<file path="src/rtl/multdiv.sv">
// Multicycle signed multiply/divide unit: radix-2 Booth multiply, restoring divide.
// A start pulse launches an operation; the result returns with a one-cycle ready strobe.
module multdiv #(
    parameter int WIDTH = 32,
    parameter int CNT_W = 6
) (
    input  logic             clock,
    input  logic             reset,
    input  logic [WIDTH-1:0] data_operandA,
    input  logic [WIDTH-1:0] data_operandB,
    input  logic             ctrl_MULT,
    input  logic             ctrl_DIV,
    output logic [WIDTH-1:0] data_result,
    output logic             data_exception,
    output logic             data_resultRDY,
    output logic             busy
);

    localparam logic [1:0] IDLE = 2'd0;
    localparam logic [1:0] MUL  = 2'd1;
    localparam logic [1:0] DIV  = 2'd2;
    localparam logic [1:0] DONE = 2'd3;

    localparam logic [CNT_W-1:0] LAST = CNT_W'(WIDTH);
    localparam logic [WIDTH-1:0] MIN_NEG = {1'b1, {(WIDTH-1){1'b0}}};

    function automatic logic [WIDTH-1:0] negate(input logic [WIDTH-1:0] v);
        return ~v + 1'b1;
    endfunction

    function automatic logic [WIDTH-1:0] magnitude(input logic [WIDTH-1:0] v);
        return v[WIDTH-1] ? negate(v) : v;
    endfunction

    // Product overflows the result word unless bits [2W-1:W-1] are pure sign extension.
    function automatic logic mulOverflow(input logic [WIDTH:0] top);
        return (|top) && !(&top);
    endfunction

    logic [1:0]              state;
    logic [CNT_W-1:0]        count;
    logic signed [WIDTH-1:0] mulA;
    logic signed [WIDTH:0]   mulAcc;
    logic [WIDTH-1:0]        mulLo;
    logic                    mulQm1;
    logic [WIDTH-1:0]        divRem;
    logic [WIDTH-1:0]        divQuo;
    logic [WIDTH-1:0]        divisor;
    logic                    negQuo;
    logic                    divOvf;

    logic signed [WIDTH:0] aExt;
    logic signed [WIDTH:0] accSum;
    logic [WIDTH:0]        remShift;

    // Accumulator carries one guard bit so adding/subtracting the most negative A cannot wrap.
    always_comb begin
        aExt = $signed({mulA[WIDTH-1], mulA});
        case ({mulLo[0], mulQm1})
            2'b01:   accSum = mulAcc + aExt;
            2'b10:   accSum = mulAcc - aExt;
            default: accSum = mulAcc;
        endcase
        remShift = {1'b0, divRem[WIDTH-1:0]} << 1 | {{WIDTH{1'b0}}, divQuo[WIDTH-1]};
    end

    always_ff @(posedge clock or posedge reset) begin
        if (reset) begin
            state          <= IDLE;
            count          <= '0;
            mulA           <= '0;
            mulAcc         <= '0;
            mulLo          <= '0;
            mulQm1         <= 1'b0;
            divRem         <= '0;
            divQuo         <= '0;
            divisor        <= '0;
            negQuo         <= 1'b0;
            divOvf         <= 1'b0;
            data_result    <= '0;
            data_exception <= 1'b0;
            data_resultRDY <= 1'b0;
            busy           <= 1'b0;
        end else begin
            data_resultRDY <= 1'b0;
            if (ctrl_MULT) begin
                mulA   <= data_operandA;
                mulAcc <= '0;
                mulLo  <= data_operandB;
                mulQm1 <= 1'b0;
                count  <= '0;
                busy   <= 1'b1;
                state  <= MUL;
            end else if (ctrl_DIV) begin
                divRem  <= '0;
                divQuo  <= magnitude(data_operandA);
                divisor <= magnitude(data_operandB);
                negQuo  <= data_operandA[WIDTH-1] ^ data_operandB[WIDTH-1];
                divOvf  <= (data_operandA == MIN_NEG) && (&data_operandB);
                count   <= '0;
                busy    <= 1'b1;
                state   <= DIV;
            end else begin
                case (state)
                    MUL: begin
                        if (count == LAST) begin
                            data_result    <= mulLo;
                            data_exception <= mulOverflow({mulAcc[WIDTH-1:0], mulLo[WIDTH-1]});
                            data_resultRDY <= 1'b1;
                            busy           <= 1'b0;
                            state          <= DONE;
                        end else begin
                            mulAcc <= {accSum[WIDTH], accSum[WIDTH:1]};
                            mulLo  <= {accSum[0], mulLo[WIDTH-1:1]};
                            mulQm1 <= mulLo[0];
                            count  <= count + 1'b1;
                        end
                    end
                    DIV: begin
                        if (divisor == '0) begin
                            data_result    <= '0;
                            data_exception <= 1'b1;
                            data_resultRDY <= 1'b1;
                            busy           <= 1'b0;
                            state          <= DONE;
                        end else if (count == LAST) begin
                            data_result    <= negQuo ? negate(divQuo) : divQuo;
                            data_exception <= divOvf;
                            data_resultRDY <= 1'b1;
                            busy           <= 1'b0;
                            state          <= DONE;
                        end else begin
                            if (remShift >= {1'b0, divisor}) begin
                                divRem <= WIDTH'(remShift - {1'b0, divisor});
                                divQuo <= {divQuo[WIDTH-2:0], 1'b1};
                            end else begin
                                divRem <= remShift[WIDTH-1:0];
                                divQuo <= {divQuo[WIDTH-2:0], 1'b0};
                            end
                            count <= count + 1'b1;
                        end
                    end
                    DONE:    state <= IDLE;
                    default: state <= IDLE;
                endcase
            end
        end
    end

endmodule

</file>
<file path="config.mk">
export PLATFORM = sky130hd
export DESIGN_NAME = multdiv
export DESIGN_NICKNAME = d
export VERILOG_FILES = /design/src/rtl/multdiv.sv
export SDC_FILE = /design/constraint.sdc
export NUM_CORES = 1
export LEC_CHECK = 0
export ABC_AREA = 1
export CAP_MARGIN = 20
export CORE_MARGIN = 2
export CORE_UTILIZATION = 34
export CTS_CLUSTER_DIAMETER = 100
export DETAILED_ROUTE_END_ITERATION = 6
export GPL_TIMING_DRIVEN = 0
export PLACE_DENSITY_LB_ADDON = 0.2
export SLEW_MARGIN = 0
export SYNTH_ARGS = -nofsm -noshare
export SYNTH_HDL_FRONTEND = slang
export SYNTH_SLANG_ARGS = --single-unit
</file>
<file path="constraint.sdc">
create_clock -name clock -period 8.97 [get_ports clock]
set_input_delay 2.691 -clock clock [delete_from_list [all_inputs] [get_ports clock]]
set_output_delay 2.691 -clock clock [all_outputs]
set_load 0.005 [all_outputs]
</file>
==> results of run 1 <==
[cell type report]
type	instances	area, um^2	share of cell area
plain buffers	95	479	0.0211
clock buffers	33	761	0.0334
clock inverters	17	234	0.0103
inverters	497	1870	0.0821
multi-input cells	2331	11400	0.499
flip-flops and latches	238	5960	0.262
well taps	765	957	0.0421
repair buffers	108	1140	0.0501
[cells in the final DEF, fill, tap and decap left out, types with 12 or more instances in the layout]
cell	count
ha_1	75
clkbuf_1	38
nand2_1	1060
nor2_2	19
nand4_1	41
nor2_1	273
xor2_1	72
o22ai_1	20
clkdlybuf4s50_1	102
o21ai_0	182
nor3_1	22
nand3b_1	18
o21ai_1	74
clkbuf_16	29
buf_2	35
buf_1	12
dfrtp_1	238
nand3_1	270
xnor2_1	18
inv_2	17
a21oi_1	90
inv_1	474
[power by group through the flow]
stage | logic (uW) | registers [uW] | clock network [uW]
floorplan | 875 | 1340 | 0
global route | 1590 | 1370 | 1330
detailed placement | 1400 | 1370 | 0
finish | 1410 | 1350 | 1260
CTS | 1410 | 1350 | 1290
global placement | 1390 | 1370 | 0
[state kept, by name (all words and copies together) (netlist names)]
name,flops
data_resultRDY,1
data_exception,1
busy,1
mulAcc,32
state,2
mulA,32
count,6
divRem,32
data_result,32
mulQm1,1
divQuo,32
divOvf,1
divisor,32
mulLo,32
negQuo,1
[per-stage QoR]
stage	worst slack (ns)	total power, uW	std cells
global placement	0.997	2760	4028
detailed placement	3.89	2770	4034
floorplan	3.16	2210	3161
finish	4.41	4020	4084
CTS	4.51	4050	4084
global route	4.38	4290	4084
[per-layer routing]
metal | GRT usage | vias to the layer above | part of all wire
met5 | 0 | - | 0
met4 | 0.0592 | 0 | 0.027
met3 | 0.0230 | 108 | 0.047
met2 | 0.391 | 508 | 0.46
met1 | 0.329 | 9371 | 0.47
li1 | - | 10200 | -
[tightest hold or removal path, cell delays in order, from the launching register on]
cell,delay (ns)
dfrtp_1,0.34
nand2_1,0.05
nand2_1,0.06
[Yosys cell counts (4+ instances only)]
| library cell | count | share of area |
|---|---|---|
| a21o_1 | 4 | 0.0015 |
| a21oi_1 | 90 | 0.023 |
| a31oi_1 | 4 | 0.0013 |
| buf_1 | 12 | 0.0023 |
| buf_2 | 35 | 0.0089 |
| buf_4 | 4 | 0.0015 |
| buf_6 | 7 | 0.0040 |
| clkbuf_1 | 36 | 0.0069 |
| clkinv_1 | 5 | 0.00095 |
| dfrtp_1 | 238 | 0.30 |
| ha_1 | 75 | 0.048 |
| inv_1 | 475 | 0.091 |
| inv_2 | 17 | 0.0032 |
| nand2_1 | 1060 | 0.20 |
| nand2_2 | 10 | 0.0032 |
| nand3_1 | 270 | 0.069 |
| nand3_2 | 7 | 0.0036 |
| nand3b_1 | 18 | 0.0069 |
| nand4_1 | 41 | 0.013 |
| nor2_1 | 273 | 0.052 |
| nor2_2 | 19 | 0.0060 |
| nor2_4 | 5 | 0.0029 |
| nor3_1 | 22 | 0.0056 |
| nor4_1 | 10 | 0.0032 |
| o211ai_1 | 10 | 0.0038 |
| o21ai_0 | 182 | 0.046 |
| o21ai_1 | 74 | 0.019 |
| o21bai_1 | 8 | 0.0031 |
| o22ai_1 | 20 | 0.0064 |
| o31ai_1 | 8 | 0.0031 |
| or2_2 | 9 | 0.0029 |
| xnor2_1 | 18 | 0.0080 |
| xor2_1 | 72 | 0.032 |
[logic make-up after synthesis]
group / Yosys count / share of synthesized area
xor gates and xnor gates: 90 / 0.0401
DFF: 238 / 0.303
AOI/OAI and AO/OA: 407 / 0.110
and+or+nand+nor: 1757 / 0.378
buffers and inverters: 592 / 0.119
adders and majority gates: 77 / 0.0498
[final timing paths]
kind | depth (start not counted) | start | end | slack [ns]
worst min-delay path | 2 | data_result[15] | data_result[15] | 0.48
worst max-delay path | 7 | ctrl_DIV | divisor[1] | 4.41
worst min register to register | 2 | data_result[15] | data_result[15] | 0.48
max in group asynchronous | 6 | reset | divQuo[6] | 4.92
min in group asynchronous | 2 | reset | divRem[7] | 2.60
worst max register to register | 19 | mulLo[0] | mulAcc[23] | 5.06
==> reports/summary.txt, run 1 <==
RSZ-0062 raised after global routing: false
initial core utilization: 0.342
Post-DP HPWL: 57,400 um
top_reg_cell synth: dfrtp_1
relative slew slack: 0.422
fill cell count: 6,298
CP bufs+invs: 4
die width: 244 um
Worst setup EP type: register
Post-synth EDFFs: 0
P_int: 2480 uW
clock share of power: 0.313
CTS tree: done
CP peak stage delay: 0.61 ns
dpl cell area: 0.0218 mm^2
Hold WS: 0.480 ns
Reg power frac: 0.336
setup TNS: 0 ns
flops & latches, synth: 238
CP delay by family, top: buffers and inverters
global-route usage over all layers: 0.236
Layout Area Growth over Synthesis: 15.7%
Final GP Congestion: 0.956
clock root buffer: clkbuf_16
fmax: 0.219 GHz
crit path launch type: input port
switching pwr: 1540 uW
Sink Count: 238
Logic pwr share: 0.352
Inserted Clock Buffers: 29
Worst Max-Slew Pin Slew: 0.857 ns
vias: 20,200
Clock Latency Late Sink: 0.60 ns
Power Density: 177 mW/mm^2
drt drc: 0
CP cell instances: clkdlybuf4s50_1, buf_2, inv_2, nor2_2, clkbuf_1, o21ai_0, o22ai_1
initial antenna violation count: 0
Die Y-Extent: 244 um
share of post-route cells with drive strength above 1: 0.0545
clk_skew: 0.0360 ns
leakage power total: 0.0119 uW
Core Box Area: 0.0575 mm^2
peak fanout along the critical path: 10
Crit path arrival time: 5.05 ns
cts repair resizes: 0
vias in the first global route: 19,500
worst vdd ir: 0.000157 V
die area: 0.0598 mm^2
critical path class: input port to register
antenna viol nets, final: 0
Via density: 4.95
drt first pass iters: 7
Post-CTS Setup Repair Bufs: 0
Antenna diodes: 0
Mapped Cells: 3,161
H-Tree Depth: 1
Port Buffers: 102
Finished Cell Area: 0.0228 mm^2
Final Slew Violations: 0
Ys Warns: 0
critical path's slowest cell: clkdlybuf4s50_1
Post-Syn Area: 0.0197 mm^2
final WL: 70,500 um
Congestion Overflow GR: 0
Post-Syn Nets: 3,306
mean post-synth cell area: 6.22 um^2
Hold Crit Class: register to register
CP required: 9.46 ns
hold-fix buffers at CTS: 0
period utilization: 0.508
clock buffer depth: 3
FP Rows: 88
sw frac: 0.382
# nets final: 3,445
io pins: 103
largest net degree at the start of global routing: 40
Final Critical Period: 4.56 ns
maxcap violations: 0
async set or reset register ratio after synthesis: 1.00
sequential area share after synthesis: 0.303
Final Hold Vio Count: 0
clock transition at the registers of the reported paths: 0.06 ns
status: complete, no violations
first-pass GRT wire length: 111,000 um
final core occ: 0.396
wire length per cell: 17.3 um
Netlist cell types: 48
iteration-0 DRC count of the detailed router: 1,665
# setup viols final: 0
Note: power is estimated with default switching activity, not from simulation.
==> run 2, diff against run 1 <==
Clock period 8.97 ns to 3.7 ns, I/O delays scaled along.
==> run 2 against run 1 <==
Clock power up 140%; critical path depth increased by 12; routed wire length increased by 0.21%; die area unchanged; final cell count did not move; combinational power is 150% higher; critical path type is now register to register; largest cell class unchanged.
==> reports/summary.txt, run 2 (synthesized netlist as in run 1, its figures left out) <==
Antenna diodes: 0
clk_skew: 0.0366 ns
Port Buffers: 102
H-Tree Depth: 1
relative slew slack: 0.442
Final GP Congestion: 0.956
Worst Max-Slew Pin Slew: 0.829 ns
peak fanout along the critical path: 10
Final Hold Vio Count: 0
clock buffer depth: 3
PnR worst setup slack: 0.249 ns
iteration-0 DRC count of the detailed router: 1,640
Routed met1 length: 32,600 um
share of post-route cells with drive strength above 1: 0.0606
Clock Latency Late Sink: 0.60 ns
die area: 0.0598 mm^2
global-route usage over all layers: 0.236
drt drc: 0
worst vdd ir: 0.000381 V
io pins: 103
CTS tree: done
# nets final: 3,445
vias: 20,200
Final Slew Violations: 0
Core Box Area: 0.0575 mm^2
largest net degree at the start of global routing: 40
wire length per cell: 17.3 um
Via density: 4.95
Detail Route met2 WL: 32,400 um
critical path's slowest cell: dfrtp_1
leakage power total: 0.0120 uW
initial core utilization: 0.342
RSZ-0062 raised after global routing: false
maxcap violations: 0
Layout Area Growth over Synthesis: 16.4%
Final Critical Period: 3.45 ns
FP Rows: 88
Die Y-Extent: 244 um
clock root buffer: clkbuf_16
Inserted Clock Buffers: 29
Crit path arrival time: 3.94 ns
clock transition at the registers of the reported paths: 0.06 ns
fill cell count: 6,294
Hold Crit Class: register to register
# setup viols final: 0
status: complete, no violations
most frequent cells in the layout: nand2_1 (1,059), inv_1 (474), nor2_1 (271)
Post-DP HPWL: 57,400 um
period utilization: 0.933
dpl cell area: 0.0218 mm^2
Hold WS: 0.480 ns
post-place setup slack: -0.193 ns
vias in the first global route: 19,500
initial antenna violation count: 1
reg-to-reg setup timing slack: 0.25 ns
Finished Cell Area: 0.0229 mm^2
first-pass GRT wire length: 111,000 um
fmax: 0.290 GHz
die width: 244 um
Post-CTS Setup Repair Bufs: 0
final WL: 70,700 um
drt first pass iters: 5
Worst setup EP type: register
met3 WL: 3740 um
CP delay by family, top: simple AND/OR/NAND/NOR gates
CP peak stage delay: 0.42 ns
Sink Count: 238
most common cell after layout, fill and taps aside: nand2_1
top routing layer in use: met5
CP required: 4.19 ns
CP bufs+invs: 4
CP cell instances: ha_4, inv_1, buf_2, clkbuf_4, nand2_1, xor2_1, inv_1, ha_1, nand2_1, nor2_1, nand3_1, nand2_1, nand2_1, nand2_1, nand3_1, nand3_1, nand3_1, nand2_1, nand2_1
crit path launch type: register
CP most frequent cell: nand2_1
Power Density: 427 mW/mm^2
antenna viol nets, final: 0
critical path class: register to register
Congestion Overflow GR: 0
==> run 2: timing repair <==
| action | 4_1_cts | 5_1_grt |
|---|---|---|
| setup endpoints to repair | 21 | 19 |
| hold buffers | 0 | 0 |
| gates resized for setup | 3 | 24 |
| pin swaps | 1 | 5 |
==> run 2: path summary, 6_finish.rpt <==
| kind | from | endpoint | cells after the start |
|---|---|---|---|
| min reg2reg | data_result[15] | data_result[15] | 2 |
| max reg2reg | mulLo[0] | mulAcc[23] | 19 |
| min | data_result[15] | data_result[15] | 2 |
| max in group asynchronous | reset | divQuo[6] | 6 |
| max | mulLo[0] | mulAcc[23] | 19 |
| min in group asynchronous | reset | divRem[11] | 2 |
==> run 2: worst register-to-register path, stage by stage, from the launching register on <==
cell and delay, ns:
dfrtp_1 0.42, ha_4 0.21, inv_1 0.08, buf_2 0.22, clkbuf_4 0.25, nand2_1 0.08
xor2_1 0.39, inv_1 0.11, ha_1 0.37, nand2_1 0.14, nor2_1 0.11, nand3_1 0.09
nand2_1 0.14, nand2_1 0.07, nand2_1 0.17, nand3_1 0.16, nand3_1 0.11, nand3_1 0.08
nand2_1 0.09, nand2_1 0.05
==> run 2: routing by layer <==
layer	vias up	global-route usage
li1	10200	-
met5	-	0
met2	539	0.391
met1	9343	0.329
met4	2	0.0592
met3	107	0.0230
==> run 2: stage by stage <==
step                TNS [ns]  total power, uW  cells   util
finish                     0             9780   4084  0.398
global placement     -633.84             6690   4028  0.377
floorplan            -126.11             5360   3161      -
CTS                        0             9810   4084  0.396
detailed placement     -1.62             6710   4034  0.379
global route               0            10400   4084  0.398
==> run 2: final cells by class <==
cell class	instances	area (um^2)	share of cell area
Clock inverter	17	234	0.0102
Buffer	95	484	0.0212
Multi-Input combinational cell	2331	11500	0.502
Sequential cell	238	5960	0.260
Tap cell	765	957	0.0418
Timing Repair Buffer	108	1140	0.0499
Clock buffer	33	761	0.0332
Inverter	497	1870	0.0817
==> run 2: report_power, final <==
part           leakage (uW)  switching (uW)  internal, uW
sequential          0.00306             290          2980
combinational       0.00841            2230          1230
clock              0.000496            1230          1820
total                0.0120            3740          6040
==> run 3, diff against run 2 <==
Clock period 3.7 ns to 4.45 ns, I/O delays scaled along.
==> results of run 3 <==
The final DEF is identical to that of run 1. Status: complete, no violations.
Among the figures that moved: setup slack after placement 3.89 ns -> 0.557 ns; clock-pin slew on the worst setup and hold paths 0.06 ns -> 0.07 ns; setup slack after layout 4.41 ns -> 0.540 ns; start point of the critical path ctrl_DIV -> mulLo[0]; end point of the critical path divisor[1] -> mulAcc[23]; register-to-register setup slack 5.06 ns -> 0.54 ns; total power 4020 uW -> 8100 uW; worst IR drop on VDD 0.000157 V -> 0.000317 V
